$ cat config.mk
export PLATFORM = sky130hd
export DESIGN_NAME = imem_loader_flat
export DESIGN_NICKNAME = d
export VERILOG_FILES = /design/src/rtl/imem_loader_if.sv /design/src/rtl/imem_loader.sv /design/src/flat_wrapper.sv
export SDC_FILE = /design/constraint.sdc
export NUM_CORES = 1
export LEC_CHECK = 0
export ABC_CLOCK_PERIOD_IN_PS = 2610
export BUFFER_PORTS_ARGS = -buffer_cell sky130_fd_sc_hd__clkbuf_2
export CORE_MARGIN = 2
export CORE_UTILIZATION = 36
export CTS_BUF_LIST = sky130_fd_sc_hd__clkbuf_4 sky130_fd_sc_hd__clkbuf_8
export DETAILED_ROUTE_END_ITERATION = 8
export GPL_TIMING_DRIVEN = 0
export MAX_ROUTING_LAYER = met4
export SYNTH_ARGS = -nofsm -noshare
export SYNTH_HDL_FRONTEND = slang
export SYNTH_SLANG_ARGS = --single-unit
$ cat constraint.sdc
create_clock -name clk -period 2.61 [get_ports clk]
set_clock_uncertainty 0.1 [all_clocks]
set_input_delay 0.261 -clock clk [delete_from_list [all_inputs] [get_ports clk]]
set_output_delay 0.261 -clock clk [all_outputs]
set_load 0.02 [all_outputs]
$ cat src/rtl/imem_loader_if.sv
// rtl/imem_loader_if.sv - byte stream input and instruction-memory write port of the loader
interface imem_loader_if;
    logic        byte_valid;
    logic [7:0]  byte_data;
    logic        byte_ready;
    logic        wr_en;
    logic [31:0] wr_addr;
    logic [31:0] wr_data;

    modport master (
        output byte_valid,
        output byte_data,
        input  byte_ready,
        input  wr_en,
        input  wr_addr,
        input  wr_data
    );

    modport slave (
        input  byte_valid,
        input  byte_data,
        output byte_ready,
        output wr_en,
        output wr_addr,
        output wr_data
    );
endinterface

$ cat src/rtl/imem_loader.sv
// rtl/imem_loader.sv - boot-time instruction memory writer: header, LE words, XOR checksum
module imem_loader #(
    parameter int n = 20
) (
    input  logic         clk,
    input  logic         rst,
    input  logic         start,
    imem_loader_if.slave bus,
    output logic         busy,
    output logic         done,
    output logic         err
);
    localparam int IDX_W = $clog2(n + 2);
    localparam logic [15:0] MAX_CNT = 16'(n + 1);

    localparam logic [2:0] IDLE = 3'd0;
    localparam logic [2:0] HDR0 = 3'd1;
    localparam logic [2:0] HDR1 = 3'd2;
    localparam logic [2:0] WORD = 3'd3;
    localparam logic [2:0] CSUM = 3'd4;
    localparam logic [2:0] DONE = 3'd5;
    localparam logic [2:0] ERR  = 3'd6;

    logic [2:0]       state_q, state_d;
    logic [7:0]       cnt_lo_q, cnt_lo_d;
    logic [IDX_W-1:0] count_q, count_d;
    logic [IDX_W-1:0] word_idx_q, word_idx_d;
    logic [1:0]       byte_idx_q, byte_idx_d;
    logic [23:0]      lanes_q, lanes_d;
    logic [7:0]       acc_q, acc_d;
    logic             wr_en_q, wr_en_d;
    logic [31:0]      wr_addr_q, wr_addr_d;
    logic [31:0]      wr_data_q, wr_data_d;

    logic             xfer;
    logic [15:0]      count_rx;
    logic [IDX_W-1:0] word_idx_inc;

    // Ready is a pure state decode so the source never sees a path from its own valid.
    assign busy = (state_q == HDR0) || (state_q == HDR1) ||
                  (state_q == WORD) || (state_q == CSUM);
    assign done = (state_q == DONE);
    assign err  = (state_q == ERR);

    assign bus.byte_ready = busy;
    assign bus.wr_en      = wr_en_q;
    assign bus.wr_addr    = wr_addr_q;
    assign bus.wr_data    = wr_data_q;

    assign xfer         = bus.byte_valid && busy;
    assign count_rx     = {bus.byte_data, cnt_lo_q};
    assign word_idx_inc = word_idx_q + IDX_W'(1);

    always_comb begin
        state_d    = state_q;
        cnt_lo_d   = cnt_lo_q;
        count_d    = count_q;
        word_idx_d = word_idx_q;
        byte_idx_d = byte_idx_q;
        lanes_d    = lanes_q;
        acc_d      = acc_q;
        wr_en_d    = 1'b0;
        wr_addr_d  = wr_addr_q;
        wr_data_d  = wr_data_q;

        case (state_q)
            IDLE, DONE, ERR: begin
                if (start) begin
                    state_d    = HDR0;
                    acc_d      = 8'd0;
                    word_idx_d = '0;
                    byte_idx_d = 2'd0;
                end
            end
            HDR0: begin
                if (xfer) begin
                    cnt_lo_d = bus.byte_data;
                    acc_d    = acc_q ^ bus.byte_data;
                    state_d  = HDR1;
                end
            end
            HDR1: begin
                if (xfer) begin
                    acc_d   = acc_q ^ bus.byte_data;
                    count_d = count_rx[IDX_W-1:0];
                    if (count_rx > MAX_CNT) begin
                        state_d = ERR;
                    end else if (count_rx == 16'd0) begin
                        state_d = CSUM;
                    end else begin
                        state_d = WORD;
                    end
                end
            end
            WORD: begin
                if (xfer) begin
                    acc_d      = acc_q ^ bus.byte_data;
                    byte_idx_d = byte_idx_q + 2'd1;
                    case (byte_idx_q)
                        2'd0: lanes_d[7:0]   = bus.byte_data;
                        2'd1: lanes_d[15:8]  = bus.byte_data;
                        2'd2: lanes_d[23:16] = bus.byte_data;
                        default: begin
                            wr_en_d    = 1'b1;
                            wr_data_d  = {bus.byte_data, lanes_q};
                            wr_addr_d  = {{(30 - IDX_W){1'b0}}, word_idx_q, 2'b00};
                            word_idx_d = word_idx_inc;
                            if (word_idx_inc == count_q) begin
                                state_d = CSUM;
                            end
                        end
                    endcase
                end
            end
            CSUM: begin
                if (xfer) begin
                    state_d = (bus.byte_data == acc_q) ? DONE : ERR;
                end
            end
            default: state_d = IDLE;
        endcase
    end

    always_ff @(posedge clk) begin
        if (rst) begin
            state_q    <= IDLE;
            cnt_lo_q   <= 8'd0;
            count_q    <= '0;
            word_idx_q <= '0;
            byte_idx_q <= 2'd0;
            lanes_q    <= 24'd0;
            acc_q      <= 8'd0;
            wr_en_q    <= 1'b0;
            wr_addr_q  <= 32'd0;
            wr_data_q  <= 32'd0;
        end else begin
            state_q    <= state_d;
            cnt_lo_q   <= cnt_lo_d;
            count_q    <= count_d;
            word_idx_q <= word_idx_d;
            byte_idx_q <= byte_idx_d;
            lanes_q    <= lanes_d;
            acc_q      <= acc_d;
            wr_en_q    <= wr_en_d;
            wr_addr_q  <= wr_addr_d;
            wr_data_q  <= wr_data_d;
        end
    end
endmodule

$ cat src/flat_wrapper.sv
// flat-port wrapper written by rule: the top's interface ports become plain ports
module imem_loader_flat 
#(
    parameter int n = 20
)
  (clk, rst, start, busy, done, err, bus_byte_valid, bus_byte_data, bus_byte_ready, bus_wr_en, bus_wr_addr, bus_wr_data);
  imem_loader_if bus_i ();
  input  logic clk;
  input  logic rst;
  input  logic start;
  output logic busy;
  output logic done;
  output logic err;
  input wire logic [$bits(bus_i.byte_valid)-1:0] bus_byte_valid;
  input wire logic [$bits(bus_i.byte_data)-1:0] bus_byte_data;
  output wire logic [$bits(bus_i.byte_ready)-1:0] bus_byte_ready;
  output wire logic [$bits(bus_i.wr_en)-1:0] bus_wr_en;
  output wire logic [$bits(bus_i.wr_addr)-1:0] bus_wr_addr;
  output wire logic [$bits(bus_i.wr_data)-1:0] bus_wr_data;
  assign bus_i.byte_valid = bus_byte_valid;
  assign bus_i.byte_data = bus_byte_data;
  assign bus_byte_ready = bus_i.byte_ready;
  assign bus_wr_en = bus_i.wr_en;
  assign bus_wr_addr = bus_i.wr_addr;
  assign bus_wr_data = bus_i.wr_data;
  imem_loader #(.n(n)) u_core (.clk(clk), .rst(rst), .start(start), .bus(bus_i), .busy(busy), .done(done), .err(err));
endmodule
==> results.tsv <==
metric	value	unit
power per standard cell area	652	nW/um^2
Post-Synthesis Cells	524	
Synth Register Bits	93	
Max-slew headroom	0.569	
Syn Std Cell Area	4270	um^2
endpoints failing hold	0	
DRT Pass-1 Iters	7	
post-synthesis adder-cell area fraction	0.0147	
Post-Synth Simple-Gate Area	0.228	
FP Rows	39	
Port Buf Inserts	44	
Worst Hold Class	in2reg	
HPWL after detailed placement	7260	um
Synth Area in Compound Gates	0.162	
Post-CTS Hold Fix Bufs	0	
Fill cells	1207	
Worst Hold Depth	3	
Final Critical Period	2.19	ns
Max Cap Viol	0	
CTS buffer count	9	
Crit. Startpoint	u_core.word_idx_q[0]	
die width	113	um
total clock sinks	93	
gr ovfl total	0	
CTS tree	built	
worst hold slack	0.0806	ns
Crit. End Element	flop	
diodes inserted	0	
clock-pin slew on the worst setup and hold paths	0.09	ns
post-synthesis mux area share	0.0308	
Setup Crit Path Kind	reg2reg	
Layout area overhead	16.0	%
post-route DRC violation count	5	
run status	finished with violations	
CTS H-tree lvls	3	
max-slew violations	0	
Post-synth EDFFs	0	
global-route wire length before repair	16400	um
# Post-CTS Setup Buffers	0	
cts repair resizes	0	
CTS root buf	clkbuf_8	
RSZ-0062 raised after global routing	no	
VDD IR max	0.000499	V
Leak	1.92	nW
largest family of logic cells by synthesized area	simple AND/OR/NAND/NOR gates	
Post-DP Area	4760	um^2
Worst setup SP type	flop	
violated checks	design-rule violations	
average vias per placed instance	4.85	
initial antenna violation count	0	
Post-Route Setup TNS	0	ns
WP data required	2.77	ns
asr flop ratio synth	0	
Most used DFF post-synth	dfxtp_1	
Final nets	622	
share of layout cells above drive strength 1	0.203	
Tcrit/Tclk final	0.838	
die height	113	um
Final GP Congestion	0.834	
Total Routing Usage GR	0.166	
full die area	12700	um^2
length in cells of the worst reg-to-reg path	6	
Synth Area in XOR/XNOR	0.0284	
largest net degree at the start of global routing	14	
Worst Tran Pin Value	0.642	ns
Distinct cells, synth	58	
Routed Antenna Nets	0	
Synth Area per Inst	8.14	um^2
WP data arrival	2.35	ns
Initial DRC Count	219	
CORE AREA	11500	um^2
Highest Clock Rate	457	MHz
design area	4950	um^2
DR vias	3653	
routed length per instance	13.2	um
starting density of the core	0.371	
crit-path max FO	7	
I/O pin cnt	81	
deepest clock path buffer count	2	
Reg-to-Reg Start	u_core.word_idx_q[0]	
Pwr Total	0.00323	W
register area share after synthesis	0.436	
Total Wirelength	9960	um
clock latency at the later pin of the worst-skew pair	0.37	ns
Setup-failing EPs final	0	
vias in the first global route	3379	
Hold Startpoint	bus_byte_data[5]	
synth warn	0	
-- metal layers --
layer | vias up | GRT usage | part of all wire
li1 | 1881 | - | -
met1 | 1653 | 0.210 | 0.45
met2 | 107 | 0.257 | 0.46
met3 | 12 | 0.0546 | 0.075
met4 | 0 | 0.0455 | 0.011
met5 | - | - | 0
-- placed cells by master, fill, tap and decap left out, types with 10 or more instances in the layout --
cell type  netlist  final
nand2_1        106    106
dfxtp_1         93     93
a21oi_1         80     80
clkbuf_2         0     44
buf_4           33     33
nor2_1          31     31
conb_1           1     27
nand3_1         26     26
clkbuf_1        18     18
o21ai_1         16     16
buf_2           14     14
mux2i_1         12     12
clkbuf_8         0     11
xnor2_1         10     10
-- per-stage QoR --
| step | util | worst slack [ns] | std cells |
|---|---|---|---|
| 2_1_floorplan | - | 0.785 | 550 |
| 3_3_place_gp | 0.414 | 0.507 | 737 |
| 3_5_place_dp | 0.414 | 0.448 | 737 |
| 4_1_cts | 0.430 | 0.432 | 753 |
| 5_1_grt | 0.430 | 0.265 | 753 |
| 6_report | 0.430 | 0.424 | 753 |
-- state kept, by name, indices dropped and copies added, names as in the netlist --
| name | cells |
|---|---|
| u_core.cnt_lo_q | 8 |
| u_core.bus.wr_en | 1 |
| u_core.state_q | 3 |
| u_core.word_idx_q | 5 |
| u_core.bus.wr_addr | 5 |
| u_core.acc_q | 8 |
| u_core.bus.wr_data | 32 |
| u_core.lanes_q | 24 |
| u_core.count_q | 5 |
| u_core.byte_idx_q | 2 |
-- kinds of logic after synthesis --
logic type | Yosys count
compound gates | 119
xor+xnor | 13
fa+ha+maj | 5
buf+inv | 73
flops | 93
mux | 13
other cells | 1
simple gates | 207
-- path summary, 6_finish.rpt --
kind	to	slack (ns)
max	u_core.state_q[0]	0.42
min	u_core.bus.wr_data[29]	0.08
max reg2reg	u_core.state_q[0]	0.42
min reg2reg	u_core.bus.wr_data[0]	0.35
-- Yosys cell counts (3+ instances only) --
cell type / n / area share
nor3_1: 3 / 0.0035
o21bai_1: 3 / 0.0053
nand2_1: 106 / 0.093
o21ai_1: 16 / 0.019
mux2i_1: 12 / 0.028
ha_1: 5 / 0.015
nand2b_1: 3 / 0.0044
nand3_1: 26 / 0.030
nor2b_1: 4 / 0.0059
nand3b_1: 5 / 0.0088
nor2_1: 31 / 0.027
and3b_1: 3 / 0.0062
inv_1: 6 / 0.0053
xnor2_1: 10 / 0.021
buf_2: 14 / 0.016
buf_4: 33 / 0.058
a21oi_1: 80 / 0.094
clkbuf_1: 18 / 0.016
dfxtp_1: 93 / 0.44
-- critical path: stages, from the launching register on --
cell and delay (ns):
dfxtp_1 0.44, ha_1 0.33, and3b_1 0.20, o22ai_1 0.09, a2111oi_2 0.53, nor4_1 0.14, a211o_1 0.25
-- layout make-up --
type / instances / area, um^2 / share of cell area
Tap cell: 143 / 179 / 0.0361
Timing Repair Buffer: 44 / 220 / 0.0445
Sequential cell: 93 / 1860 / 0.376
Clock inverter: 1 / 5.00 / 0.00101
Buffer: 66 / 397 / 0.0801
Clock buffer: 15 / 181 / 0.0366
Inverter: 7 / 26.3 / 0.00531
Multi-Input combinational cell: 384 / 2080 / 0.420
-- power breakdown --
group | switching (W) | internal [W] | leakage (nW)
registers | 0.0000402 | 0.00147 | 0.750
logic | 0.000487 | 0.000305 | 1.07
clock network | 0.000482 | 0.000441 | 0.101
(Power assumes the default switching activity.)
